**src/rtl/reg_file_16.sv**
```systemverilog
// 16-entry register file written through a one-hot select, two registered read ports with write bypass.
// Read latency 1 cycle, no backpressure; a non-one-hot write vector is dropped and flagged.
module reg_file_16 #(
  parameter int DATA_W = 16
) (
  input  logic              clk,
  input  logic              rst_n,
  input  logic              wr_en,
  input  logic [15:0]       wr_onehot,
  input  logic [DATA_W-1:0] wr_data,
  input  logic [3:0]        rd_addr_a,
  input  logic [3:0]        rd_addr_b,
  input  logic              clr_err,
  output logic [DATA_W-1:0] rd_data_a,
  output logic [DATA_W-1:0] rd_data_b,
  output logic              wr_err,
  output logic              err_sticky
);

  logic [DATA_W-1:0] regs [16];
  logic              one_hot;
  logic              legal;
  logic              illegal;

  // Exactly one bit set: non-zero and clearing the lowest set bit leaves nothing.
  assign one_hot = (wr_onehot != 16'd0) && ((wr_onehot & (wr_onehot - 16'd1)) == 16'd0);
  assign legal   = wr_en & one_hot;
  assign illegal = wr_en & ~one_hot;

  always_ff @(posedge clk or negedge rst_n) begin
    if (!rst_n) begin
      for (int i = 0; i < 16; i++) regs[i] <= '0;
    end else if (legal) begin
      for (int i = 0; i < 16; i++) begin
        if (wr_onehot[i]) regs[i] <= wr_data;
      end
    end
  end

  // The write select is one-hot when legal, so indexing it by the read address detects a hit.
  always_ff @(posedge clk or negedge rst_n) begin
    if (!rst_n) begin
      rd_data_a <= '0;
      rd_data_b <= '0;
    end else begin
      rd_data_a <= (legal && wr_onehot[rd_addr_a]) ? wr_data : regs[rd_addr_a];
      rd_data_b <= (legal && wr_onehot[rd_addr_b]) ? wr_data : regs[rd_addr_b];
    end
  end

  always_ff @(posedge clk or negedge rst_n) begin
    if (!rst_n) begin
      wr_err     <= 1'b0;
      err_sticky <= 1'b0;
    end else begin
      wr_err <= illegal;
      if (illegal)      err_sticky <= 1'b1;
      else if (clr_err) err_sticky <= 1'b0;
    end
  end

endmodule
```
**config.mk**
```make
export PLATFORM = sky130hd
export DESIGN_NAME = reg_file_16
export DESIGN_NICKNAME = d
export VERILOG_FILES = /design/src/rtl/reg_file_16.sv
export SDC_FILE = /design/constraint.sdc
export NUM_CORES = 1
export LEC_CHECK = 0
export BUFFER_PORTS_ARGS = -buffer_cell sky130_fd_sc_hd__buf_2
export CAP_MARGIN = 5
export CORE_MARGIN = 4
export CORE_UTILIZATION = 41
export DETAILED_ROUTE_END_ITERATION = 7
export GPL_ROUTABILITY_DRIVEN = 0
export RECOVER_POWER = 50
export SYNTH_ARGS = -nofsm -noshare
export SYNTH_HDL_FRONTEND = slang
export SYNTH_SLANG_ARGS = --single-unit
```
**constraint.sdc**
```tcl
create_clock -name clk -period 5.1 [get_ports clk]
set_clock_uncertainty 0.15 [all_clocks]
set_input_delay 0 -clock clk [delete_from_list [all_inputs] [get_ports clk]]
set_output_delay 0 -clock clk [all_outputs]
set_load 0.05 [all_outputs]
```
[Word level (Yosys, flattened, before mapping)]
Cells that the tools add are included.
Widths: inputs -> output; s select.
Operators by class
  add/sub/neg operators: 1
  $lt $le $gt $ge: 4
  muxes and demuxes: 14
  bitwise logic cells: 6
  reductions and logical operators: 22
Operators with widths (number)
  $bmux 16 s4: 2
  $mux 16: 6
  $reduce_and 2->1: 16
  $and 16x16->16: 1
  $logic_not 16->1: 1
  $reduce_bool 16->1: 1
  $sub 16x1->16 const B: 1
  $ge 5x5->1 const B: 2
  $lt 4x5->1 const B: 2
  $not 4->5: 2
  $bmux 1 s4: 2
  $mux 1: 4
  $logic_and 1x1->1: 3
  $and 1x1->1: 2
  $reduce_bool 2->1: 1
  $not 1->1: 1
Word-level totals
  register bits: 290
  bits of input ports: 44
  output and inout port bits: 34

[Longest topological paths before layout]
  word-level depth: 7
  depth in mapped cells: 10
  mapped depth without buffers: 6

[Worst setup path after synthesis]
OpenSTA, ideal clock, no wires.
  path kind: input -> register
  from: input port rd_addr_a[0]
  to: register rd_data_a[10]
  arrival time: 2.498 ns
  required time: 4.823 ns
  slack: 2.325 ns
  cell stages on the path: 6
  path buffers: 3
  cell sequence: clkbuf_1 buf_1 buf_1 mux4_2 mux4_2 mux2_1
On the way
  cells in the longest elaborated chain, start to end: 5
RTL lines
  start: declaration: RTL line 11  | input logic [3:0] rd_addr_a,
  $not 4->5 (implied by the code): RTL line 46  | rd_data_a <= (legal && wr_onehot[rd_addr_a]) ? wr_data : regs[rd_addr_a];
  $bmux 16 s4: RTL line 46
  $mux 16 (implied by the code) (2 in a row): RTL line 46
  $mux 16 *: RTL line 46
  end signal: assignment: RTL line 46
  end: declaration: RTL line 14  | output logic [DATA_W-1:0] rd_data_a,
Mark *: on every way between the ends. The rest lies on a longest branch, timed or not. The select of a mux whose other input is x is not followed.
A chain may end at the register's enable or synchronous reset.

[Final worst setup path]
  from: input port wr_onehot[0]
  to: register regs[251] in the netlist's numbering
On the way
  cells in the longest elaborated chain, start to end: 6
RTL lines
  start: declaration: RTL line 9  | input logic [15:0] wr_onehot,
  $sub 16x1->16: RTL line 26  | assign one_hot = (wr_onehot != 16'd0) && ((wr_onehot & (wr_onehot - 16'd1)) == 16'd0);
  $and 16x16->16: RTL line 26
  $logic_not 16->1: RTL line 26
  $logic_and 1x1->1: RTL line 26
  $and 1x1->1: RTL line 27  | assign legal = wr_en & one_hot;
  $reduce_and 2->1 (no line) *
  end signal: indexed assignment: RTL line 35  | if (wr_onehot[i]) regs[i] <= wr_data;
  end: declaration: RTL line 20  | logic [DATA_W-1:0] regs [16];
Mark *: on every way between the ends. The rest lies on a longest branch, timed or not.

==> run_results.csv <==
group,metric,value,unit
timing,finalSetupViolations,0,
drt,drcViolationCount,0,
timing,post-route-min-period,3.427,ns
finish,fin_nets,990,
timing,hold_viol,0,
die,pin_count,78,
die,dieArea,41580,um^2
finish,drive_above_1_share,0.5928,
clock_network,cts-root-buf,"clkbuf_16",
placement,place_ws,1.176,ns
timing,min_period_over_period,0.6719,
logic_synthesis,yosysWarnings,0,
logic_synthesis,synth_flop_cell,"dfrtp_1",
global_routing,antenna_found_initial,1,
logic_synthesis,ys_seq_elements,290,
critical_path,cp_slowest_cell,"o21ba_1",
logic_synthesis,syn_avg_cell_area,17.86,um^2
logic_synthesis,ys_types,42,
timing,fin_hold_ws,0.08732,ns
critical_path,setup.worst_path.start_class,"input port",
outcome,status,"finished with violations",
global_routing,overflow,0,
die,num_rows,71,
finish,syn2layout_area_growth,12.47,%
outcome,violations,"max-capacitance violations, max-slew violations",
global_routing,grt_start_max_net_pins,128,
critical_path,crit_family,"simple AND/OR/NAND/NOR gates",
global_routing,grt_pass1_wl,61080,um
worst_hold_path,holdPathStages,3,
power_and_ir_drop,power.density,285.6,nW/um^2
timing,max_freq,291.8,MHz
clock_network,htreeDepth,2,
clock_network,cts_tree,"done",
critical_path,cp.depth,7,
critical_path,criticalPathCategory,"input port to flip-flop",
finish,antennaDiodeCount,0,
placement,dp_hpwl,21480,um
critical_path,crit_fanout,16,
drt,finalWirelength,39260,um
die,die_y,203.9,um
logic_synthesis,synth_edf_count,0,
critical_path,required,5.34,ns
drt,dr.pass1.iters,4,
clock_network,clk_pin_slew_worst_paths,0.06,ns
global_routing,grt_usage,0.1938,
timing,worst_pin_slew,3.270,ns
drt,drt_iter0_markers,558,
timing,rsz0062_at_grt,"no",
critical_path,crit_chain,"buf_2 -> or4_4 -> or4b_4 -> a211oi_2 -> o21ba_1 -> nand3_2 -> mux2_2",
timing,tns,0,ns
flow_run,cap_violations,1,
clock_network,clock-sinks,290,
drt,vias_per_cell,5.804,
die,die_w,203.9,um
worst_hold_path,hold_class,"input port to flip-flop",
timing,postLayoutSetupSlackWorst,1.673,ns
clock_network,insertion_delay,0.52,ns
power_and_ir_drop,total_power,5.055,mW
clock_network,cts_buffers,34,
global_routing,grt_pass1_vias,9509,
die,start_util,0.4168,
critical_path,path_buf_inv,1,
logic_synthesis,synth_fp_nets,925,
critical_path,cp.arrival,3.67,ns
die,core,37760,um^2
drt,postRouteAntennaNets,0,
logic_synthesis,synth_sequential_area_ratio,0.4611,
timing,maxSlewViolCount,127,
logic_synthesis,syn_area,15740,um^2
logic_synthesis,syn-instance-count,881,
critical_path,slowest_delay,0.81,ns
drt,routedWlPerCell,26.51,um
critical_path,r2r_cells,3,
timing,maxSlewHeadroom,-1.180,
clock_network,clockBufferDepth,3,
power_and_ir_drop,p_leak,8.270,nW
drt,vias,8596,
power_and_ir_drop,vdd_drop_max,188.2,uV
critical_path,critPathCaptureType,"flip-flop",
clock_network,post_cts_buffers,0,
logic_synthesis,postSynth.asyncResetShare,1.000,
placement,numPortBuffers,77,
[through the flow]
stage | util | std cells | cell area [um^2]
floorplan | - | 881 | 15740
global placement | 0.4350 | 1400 | 16420
detailed placement | 0.4350 | 1400 | 16420
CTS | 0.4702 | 1481 | 17750
global route | 0.4688 | 1481 | 17700
finish | 0.4688 | 1481 | 17700
[area by class of cell]
type / instances / area (um^2)
fillers: 3235 / 20050
flip-flops and latches: 290 / 7257
well taps: 511 / 639.4
inverters: 2 / 7.507
repair buffers: 108 / 650.6
multi-input cells: 510 / 8028
clock inverters: 8 / 96.34
clock buffers: 52 / 1022
[registers in the layout, summed over array words and instances, names as in the netlist]
register	count
err_sticky	1
regs	256
rd_data_b	16
rd_data_a	16
wr_err	1
[routing by layer]
layer  wire, um  track usage  part of all wire
met3       1733      0.02951             0.044
met4        675      0.04192             0.017
met1      17160       0.2671              0.44
met5          7            0           0.00018
met2      19680       0.3293              0.50
[cell usage after synthesis (2+ instances only)]
master	count	area, um^2
mux2_4	110	1652
o221ai_1	2	17.52
mux2_2	168	1892
clkbuf_1	36	135.1
buf_1	18	67.56
buf_6	13	146.4
buf_12	2	40.04
buf_2	7	35.03
o21ai_0	2	10.01
mux2_1	10	112.6
or4_1	3	22.52
inv_1	2	7.510
nand3_4	11	192.7
nor3_1	3	15.01
mux4_2	170	3829
o21a_1	2	15.01
a211oi_1	3	22.52
dfrtp_1	290	7257
or2_2	2	12.51
nand3_2	5	50.05
[what timing repair did]
| item | CTS | global route |
|---|---|---|
| hold buffers | 21 | 0 |
| gates resized for setup | 0 | 0 |
| hold endpoints to repair | 415 | 0 |
| endpoints found under the setup margin | 0 | 0 |
[power by group]
part	internal (mW)	switching [mW]	total, mW
Combinational	0.103	0.198	0.301
Sequential	2.31	0.00212	2.31
Clock	1.48	0.962	2.45
Total	3.89	1.16	5.05
[layout by cell type (no fill, tap or decap), types with 4 or more instances in the layout]
cell           count
buf_2             38
buf_4             13
clkbuf_1          45
clkbuf_16         37
clkbuf_8           4
clkinv_2           4
dfrtp_1          290
dlygate4sd3_1     21
mux2_1            10
mux2_2           168
mux2_4           110
mux4_2           170
nand3_2            5
nand3_4           11
[worst min-delay path, cell delays in order]
cell	delay, ns
buf_2	0.17
nand3_4	0.32
mux2_4	0.22
[cell families after synthesis]
logic type	count (synthesis)	share of synthesized area
mux	458	0.4756
flops	290	0.4611
buf+inv	81	0.02918
simple gates	33	0.02417
compound gates	17	0.008745
xor+xnor	1	0.0005566
fa+ha+maj	1	0.0006361
[path summary, 6_finish.rpt]
kind                                    from           end  slack (ns)
worst max-delay path            wr_onehot[0]     regs[251]        1.67
worst min-delay path            wr_onehot[6]     regs[154]        0.09
worst max register to register      regs[69]  rd_data_a[5]        3.11
worst min register to register      regs[80]      regs[80]        0.37
max in group asynchronous              rst_n     regs[219]        1.89
min in group asynchronous              rst_n     regs[127]        0.91
No activity file was read; power rests on OpenSTA's default activity.
